File: src/rtl/signal_pkg.sv
// Shared definitions for the signal display controller.
//   - Vehicle phase encodings (one-hot) and pedestrian phase encodings.
//   - Control FSM state type (RUN / FAULT).
//   - Consecutive-sample thresholds for entering and leaving FAULT.
//   - is_legal(): true only for the three accepted {traf, ped} combinations.
package signal_pkg;

  localparam logic [2:0] TRAF_NONE   = 3'b000;
  localparam logic [2:0] TRAF_RED    = 3'b001;
  localparam logic [2:0] TRAF_YELLOW = 3'b010;
  localparam logic [2:0] TRAF_GREEN  = 3'b100;

  localparam logic [1:0] PED_GREEN = 2'b01;
  localparam logic [1:0] PED_RED   = 2'b10;

  typedef enum logic [0:0] {
    RUN,
    FAULT
  } ctrl_state_e;

  // Consecutive illegal samples that force FAULT, and consecutive legal
  // samples that release it.
  localparam int unsigned FAULT_ENTER_CNT = 2;
  localparam int unsigned FAULT_EXIT_CNT  = 3;

  function automatic logic is_legal(logic [2:0] traf, logic [1:0] ped);
    return ((traf == TRAF_RED)    && (ped == PED_GREEN)) ||
           ((traf == TRAF_YELLOW) && (ped == PED_RED))   ||
           ((traf == TRAF_GREEN)  && (ped == PED_RED));
  endfunction

endpackage

File: src/rtl/bcd_split.sv
// Combinational binary-to-BCD split for values 0..99.
// Ports:
//   bin  - 7-bit binary value, expected range 0..99
//   tens - BCD tens digit (saturates at 9 for out-of-range input)
//   ones - BCD ones digit
module bcd_split (
  input  logic [6:0] bin,
  output logic [3:0] tens,
  output logic [3:0] ones
);

  always_comb begin
    tens = 4'd0;
    for (int unsigned i = 1; i <= 9; i++) begin
      if (bin >= 7'(10 * i)) begin
        tens = 4'(i);
      end
    end
    // bin - 10*tens is 0..9, so the low nibble of the difference is exact.
    ones = bin[3:0] - (tens * 4'd10);
  end

endmodule

File: src/rtl/signal_display_ctrl.sv
// Signal display controller: turns the controller's vehicle/pedestrian phase
// into registered lamp drives and a BCD countdown of seconds left in the phase.
// Illegal phase pairs are glitch-filtered; a sustained illegal input drives a
// FAULT mode (flashing yellow, pedestrians held on red) until the input has
// been legal for several consecutive samples.
//
// Optional feature macro: PED_FLASH_EN -- when defined, the pedestrian green
// lamp flashes during the last PED_FLASH_SEC seconds of the pedestrian phase.
//
// Ports:
//   clk_1Hz        - 1 Hz clock, all state changes on rising edge
//   rst_n          - asynchronous active-low reset
//   traf_state     - one-hot vehicle phase (001 red, 010 yellow, 100 green)
//   ped_state      - pedestrian phase (01 green, 10 red)
//   lamp_red/yellow/green     - vehicle lamp drives
//   ped_lamp_red/ped_lamp_green - pedestrian lamp drives
//   cnt_tens/cnt_ones - BCD seconds remaining
//   cnt_valid      - count digits are meaningful
//   fault          - block is in FAULT
module signal_display_ctrl
  import signal_pkg::*;
#(
  parameter int unsigned RED_SEC       = 10,
  parameter int unsigned YELLOW_SEC    = 1,
  parameter int unsigned GREEN_SEC     = 10,
  parameter int unsigned PED_FLASH_SEC = 3
) (
  input  logic       clk_1Hz,
  input  logic       rst_n,
  input  logic [2:0] traf_state,
  input  logic [1:0] ped_state,
  output logic       lamp_red,
  output logic       lamp_yellow,
  output logic       lamp_green,
  output logic       ped_lamp_red,
  output logic       ped_lamp_green,
  output logic [3:0] cnt_tens,
  output logic [3:0] cnt_ones,
  output logic       cnt_valid,
  output logic       fault
);

  // How the output registers are updated this cycle.
  typedef enum logic [1:0] {
    OutHold,
    OutRun,
    OutFaultEnter,
    OutFault
  } out_sel_e;

  ctrl_state_e state_q, state_d;
  logic [2:0]  phase_q, phase_d;
  logic [6:0]  remaining_q, remaining_d;
  logic [1:0]  ill_cnt_q, ill_cnt_d;
  logic [1:0]  leg_cnt_q, leg_cnt_d;
  out_sel_e    out_sel;
  logic        legal;

  logic        red_q, red_d;
  logic        yellow_q, yellow_d;
  logic        green_q, green_d;
  logic        ped_red_q, ped_red_d;
  logic        ped_green_q, ped_green_d;
  logic [3:0]  tens_q, tens_d;
  logic [3:0]  ones_q, ones_d;
  logic        valid_q, valid_d;
  logic        fault_q, fault_d;

  logic [3:0]  bcd_tens;
  logic [3:0]  bcd_ones;

`ifdef PED_FLASH_EN
  // Set when the previous output cycle was inside the ped-green flash window.
  logic        flash_q, flash_d;
`endif

  function automatic logic [6:0] phase_secs(logic [2:0] traf);
    case (traf)
      TRAF_RED:    return 7'(RED_SEC);
      TRAF_YELLOW: return 7'(YELLOW_SEC);
      default:     return 7'(GREEN_SEC);
    endcase
  endfunction

  always_comb legal = is_legal(traf_state, ped_state);

  // Control FSM: next state, sample counters and countdown.
  always_comb begin
    state_d     = state_q;
    phase_d     = phase_q;
    remaining_d = remaining_q;
    ill_cnt_d   = ill_cnt_q;
    leg_cnt_d   = leg_cnt_q;
    out_sel     = OutHold;
    unique case (state_q)
      RUN: begin
        if (legal) begin
          ill_cnt_d = '0;
          out_sel   = OutRun;
          if (traf_state != phase_q) begin
            phase_d     = traf_state;
            remaining_d = phase_secs(traf_state);
          end else if (remaining_q != 7'd0) begin
            remaining_d = remaining_q - 7'd1;
          end
        end else if (32'(ill_cnt_q) + 32'd1 >= FAULT_ENTER_CNT) begin
          state_d   = FAULT;
          ill_cnt_d = '0;
          leg_cnt_d = '0;
          out_sel   = OutFaultEnter;
        end else begin
          // Single bad sample: everything else holds.
          ill_cnt_d = ill_cnt_q + 2'd1;
        end
      end
      FAULT: begin
        out_sel = OutFault;
        if (legal) begin
          if (32'(leg_cnt_q) + 32'd1 >= FAULT_EXIT_CNT) begin
            // Recovery is always a fresh phase entry.
            state_d     = RUN;
            leg_cnt_d   = '0;
            phase_d     = traf_state;
            remaining_d = phase_secs(traf_state);
            out_sel     = OutRun;
          end else begin
            leg_cnt_d = leg_cnt_q + 2'd1;
          end
        end else begin
          leg_cnt_d = '0;
        end
      end
      default: state_d = RUN;
    endcase
  end

  bcd_split u_bcd_split (
    .bin  (remaining_d),
    .tens (bcd_tens),
    .ones (bcd_ones)
  );

  // Output next-state.
  always_comb begin
    red_d       = red_q;
    yellow_d    = yellow_q;
    green_d     = green_q;
    ped_red_d   = ped_red_q;
    ped_green_d = ped_green_q;
    tens_d      = tens_q;
    ones_d      = ones_q;
    valid_d     = valid_q;
    fault_d     = fault_q;
`ifdef PED_FLASH_EN
    flash_d     = flash_q;
`endif
    unique case (out_sel)
      OutRun: begin
        red_d       = traf_state[0];
        yellow_d    = traf_state[1];
        green_d     = traf_state[2];
        ped_red_d   = ped_state[1];
        ped_green_d = ped_state[0];
        tens_d      = bcd_tens;
        ones_d      = bcd_ones;
        valid_d     = 1'b1;
        fault_d     = 1'b0;
`ifdef PED_FLASH_EN
        flash_d     = 1'b0;
        if ((ped_state == PED_GREEN) && (remaining_d != 7'd0) &&
            (32'(remaining_d) <= PED_FLASH_SEC)) begin
          // First window cycle dark, then toggle.
          ped_green_d = flash_q ? ~ped_green_q : 1'b0;
          flash_d     = 1'b1;
        end
`endif
      end
      OutFaultEnter, OutFault: begin
        red_d       = 1'b0;
        yellow_d    = (out_sel == OutFaultEnter) ? 1'b1 : ~yellow_q;
        green_d     = 1'b0;
        ped_red_d   = 1'b1;
        ped_green_d = 1'b0;
        tens_d      = 4'd0;
        ones_d      = 4'd0;
        valid_d     = 1'b0;
        fault_d     = 1'b1;
`ifdef PED_FLASH_EN
        flash_d     = 1'b0;
`endif
      end
      default: ;
    endcase
  end

  always_ff @(posedge clk_1Hz or negedge rst_n) begin
    if (!rst_n) begin
      state_q     <= RUN;
      phase_q     <= TRAF_NONE;
      remaining_q <= 7'd0;
      ill_cnt_q   <= '0;
      leg_cnt_q   <= '0;
      red_q       <= 1'b1;
      yellow_q    <= 1'b0;
      green_q     <= 1'b0;
      ped_red_q   <= 1'b1;
      ped_green_q <= 1'b0;
      tens_q      <= 4'd0;
      ones_q      <= 4'd0;
      valid_q     <= 1'b0;
      fault_q     <= 1'b0;
    end else begin
      state_q     <= state_d;
      phase_q     <= phase_d;
      remaining_q <= remaining_d;
      ill_cnt_q   <= ill_cnt_d;
      leg_cnt_q   <= leg_cnt_d;
      red_q       <= red_d;
      yellow_q    <= yellow_d;
      green_q     <= green_d;
      ped_red_q   <= ped_red_d;
      ped_green_q <= ped_green_d;
      tens_q      <= tens_d;
      ones_q      <= ones_d;
      valid_q     <= valid_d;
      fault_q     <= fault_d;
    end
  end

`ifdef PED_FLASH_EN
  always_ff @(posedge clk_1Hz or negedge rst_n) begin
    if (!rst_n) begin
      flash_q <= 1'b0;
    end else begin
      flash_q <= flash_d;
    end
  end
`endif

  // Parameter legality; simulation-only check, no hardware.
  always_ff @(posedge clk_1Hz) begin
    assert ((RED_SEC >= 1) && (RED_SEC <= 99) && (YELLOW_SEC >= 1) && (YELLOW_SEC <= 99) &&
            (GREEN_SEC >= 1) && (GREEN_SEC <= 99) && (PED_FLASH_SEC <= RED_SEC));
  end

  assign lamp_red       = red_q;
  assign lamp_yellow    = yellow_q;
  assign lamp_green     = green_q;
  assign ped_lamp_red   = ped_red_q;
  assign ped_lamp_green = ped_green_q;
  assign cnt_tens       = tens_q;
  assign cnt_ones       = ones_q;
  assign cnt_valid      = valid_q;
  assign fault          = fault_q;

endmodule

File: config.mk
export PLATFORM = sky130hd
export DESIGN_NAME = signal_display_ctrl
export DESIGN_NICKNAME = d
export VERILOG_FILES = /design/src/rtl/signal_pkg.sv /design/src/rtl/bcd_split.sv /design/src/rtl/signal_display_ctrl.sv
export SDC_FILE = /design/constraint.sdc
export NUM_CORES = 1
export LEC_CHECK = 0
export ABC_AREA = 1
export ABC_CLOCK_PERIOD_IN_PS = 3650
export BUFFER_PORTS_ARGS = -buffer_cell sky130_fd_sc_hd__buf_2
export CORE_UTILIZATION = 45
export DETAILED_ROUTE_END_ITERATION = 6
export PLACE_DENSITY = 0.67
export REMOVE_ABC_BUFFERS = 1
export SYNTH_ARGS = -nofsm -noshare
export SYNTH_HDL_FRONTEND = slang
export SYNTH_HIERARCHICAL = 1
export SYNTH_SLANG_ARGS = --single-unit
File: constraint.sdc
create_clock -name clk_1Hz -period 3.65 [get_ports clk_1Hz]
set_input_delay 0.9125 -clock clk_1Hz [delete_from_list [all_inputs] [get_ports clk_1Hz]]
set_output_delay 0.9125 -clock clk_1Hz [all_outputs]
set_load 0.02 [all_outputs]
==> flow_metrics.py <==
metrics = {
    "run_status": {
        "status": "finished, violations left",
        "violations": "setup timing",
    },
    "timing": {
        "worst_slack_ns": -0.0842,
        "slew_headroom_pct": 54.4,
        "rsz0062_at_grt": "yes",
        "period_needed_ns": 3.73,
        "setup_viol": 1,
        "drv_slew": 0,
        "hold_violations": 0,
        "worstMarginPinSlew_ns": 0.684,
        "max_freq_mhz": 268,
        "period_share_pct": 102,
        "skew_ns": 0.00573,
    },
    "final_layout": {
        "layout.nets": 341,
        "fillers": 356,
        "drive_above_1_share_pct": 39.2,
        "multi_input_area_um2": 1100,
        "postLayoutCoreUtil_pct": 64.9,
        "synthToLayoutAreaGrowth_pct": 36.2,
        "layout_commonest_cell": "nand2_1",
        "layout_common_cells": "nand2_1 (85), buf_4 (44), dfrtp_1 (28)",
        "ff_latch_area_um2": 753,
        "final_cell_area_um2": 2630,
        "antenna_cells": 0,
    },
    "worst_setup_path": {
        "cp_slowest_cell": "fa_2",
        "startpoint_type": "input port",
        "cp_max_fo": 6,
        "end_kind": "flop",
        "cpMostUsedCell": "nand2_1",
        "critPathKind": "in2reg",
        "cp.arrival_ns": 3.91,
        "rr_worst_depth": 29,
        "cpPeakStageDelay_ns": 0.40,
        "worst-endpoint-required_ns": 3.83,
    },
    "clock_network": {
        "clkTransAtPathRegs_ns": 0.06,
        "cts.path.max_buffers": 2,
        "clk_root_buffer_cell": "clkbuf_8",
        "h-tree-depth": 2,
        "cts_tree": "built",
        "worstSkewPairLatency_ns": 0.28,
        "clkSinkCount": 30,
        "cts_inserted_buffers": 5,
    },
    "detailed_routing": {
        "viasPerCell": 4.85,
        "drtIter0Drc": 66,
        "ant_nets": 0,
        "wire_per_inst_um": 11.7,
        "wirelength_um": 4440,
        "vias": 1840,
        "dr.pass1.iters": 4,
        "route.detailed.drc": 0,
    },
    "min_path": {
        "hold_path_depth": 2,
        "hold_path_class": "reg2reg",
    },
    "pwr": {
        "power_density_nw_per_um2": 286,
        "ir_drop_mv": 0.204,
        "power_leakage_nw": 1.47,
    },
    "floorplanning": {
        "core-area_um2": 4060,
        "rows": 23,
        "die_w_um": 67.5,
        "die_h_um": 67.5,
        "floorplan.die_area_um2": 4560,
        "io_pins": 22,
        "initial_core_util_pct": 47.6,
    },
    "global_routing": {
        "grt_start_max_net_pins": 31,
        "grt_pass1_vias": 1641,
        "antenna_found_initial": 0,
        "grt_use_total_pct": 20.2,
        "grt_pass1_wl_um": 6760,
        "grt.overflow.total": 0,
    },
    "logic_synthesis": {
        "synth_top_area_cell": "dfrtp_1",
        "syn-cell-area_um2": 1930,
        "ys_warn_count": 6,
        "syn_avg_cell_area_um2": 7.44,
        "syn_inst": 260,
        "ys_seq_area_share_pct": 39.0,
        "ys_seq_elements": 30,
        "synthTopCellsByArea": "dfrtp_1 (36%), nand2_1 (19%), inv_1 (4.5%), nand3_1 (3.9%), nor2_1 (3.7%)",
        "yosys.cell_types.count": 35,
        "synth_top_area_share_pct": 36.2,
    },
    "placement": {
        "placed_cell_area_um2": 2330,
        "routabilityCongestion": 0.798,
        "io_buffers": 21,
        "dp_hpwl_um": 3050,
    },
    "run": {
        "maxCapViolCount": 0,
    },
}
## per-stage QoR
stage / power [mW] / setup TNS [ns] / hold WS (ns) / std cells / worst slack, ns
floorplan: 0.423 / -0.140 / 0.455 / 255 / -0.140
global placement: 0.464 / -0.422 / 0.451 / 361 / -0.422
detailed placement: 0.466 / -0.482 / 0.453 / 361 / -0.482
CTS: 0.744 / 0 / 0.468 / 370 / 0.0107
global route: 0.793 / -0.375 / 0.482 / 379 / -0.375
finish: 0.754 / -0.0842 / 0.466 / 379 / -0.0842
## what timing repair did
action	in CTS	in global routing
setup buffers	1	8
endpoints found under the setup margin	1	1
gates cloned	0	1
resized for setup	7	28
pin swaps	1	21
hold buffers	0	0
## sequential cells by signal (all words and copies together) (netlist names), 2 cells and up
name         count
phase_q          3
cnt_ones         4
remaining_q      7
leg_cnt_q        2
cnt_tens         4
ill_cnt_q        2
## Yosys cell counts
library cell and n:
a21oi_1 3, a21oi_2 2, buf_2 1, buf_4 1, buf_6 3, dfrtp_1 28
dfstp_2 2, fa_1 1, ha_1 5, inv_1 23, inv_2 10, inv_4 1
nand2_1 97, nand2_2 4, nand2_4 1, nand3_1 15, nand3_2 4, nand3b_1 1
nand4_1 2, nor2_1 19, nor2_2 1, nor2_4 2, nor2_8 1, nor3_1 1
o21a_1 1, o21ai_0 10, o21ai_1 5, o21ai_2 3, o21bai_1 1, o22a_1 1
o31ai_1 1, or2_4 1, xnor2_1 7, xor2_1 1, xor2_2 1
## power by group
group / internal (mW) / leakage (nW) / switching [mW] / total, mW
Clock: 0.152 / 0.0482 / 0.122 / 0.273
Combinational: 0.0598 / 1.03 / 0.0756 / 0.135
Sequential: 0.339 / 0.388 / 0.00619 / 0.345
## worst paths after layout
check                                    startpoint                  endpoint  slack [ns]
max                                   traf_state[1]   cnt_ones[3]$_DFFE_PN0P_       -0.08
min                         cnt_tens[0]$_DFFE_PN0P_   cnt_tens[0]$_DFFE_PN0P_        0.47
max reg2reg                remaining_q[0]$_DFF_PN0_   cnt_ones[3]$_DFFE_PN0P_        0.09
min reg2reg                 cnt_tens[0]$_DFFE_PN0P_   cnt_tens[0]$_DFFE_PN0P_        0.47
max in group asynchronous                     rst_n   cnt_ones[2]$_DFFE_PN0P_        2.54
min in group asynchronous                     rst_n  remaining_q[5]$_DFF_PN0_        0.67
## final cells by class
cell class	count	share of cell area [%]
Clock buffer	7	3.28
Tap cell	50	2.38
Multi-Input combinational cell	191	41.9
Sequential cell	30	28.6
Timing Repair Buffer	66	18.5
Inverter	34	5.13
Clock inverter	1	0.190
## critical path, delay by kind of cell
family                     cells  cell delay, ns
adders and majority gates      2            0.57
buffers and inverters          4            0.39
AOI/OAI and AO/OA              1            0.07
and+or+nand+nor               19            1.40
xor gates and xnor gates       3            0.56
## metal layers
layer / track usage [%] / vias up / wire [µm]
met5: 0 / - / 0
met2: 33.8 / 33 / 2190
met1: 24.1 / 851 / 1990
met4: 10.9 / 0 / 113
li1: - / 944 / -
met3: 4.22 / 12 / 144
## cells by family (layout without fill, tap and decap cells)
logic type,Yosys count,after routing,synth area share (%)
XOR/XNOR,9,9,4.47
flip-flops,30,30,39.0
AO/OA/AOI/OAI,27,27,8.54
adder cells (fa/ha/maj),6,6,4.27
AND/OR/NAND/NOR,149,149,34.6
buffers and inverters,39,108,9.13
No activity file was read; power rests on OpenSTA's default activity.
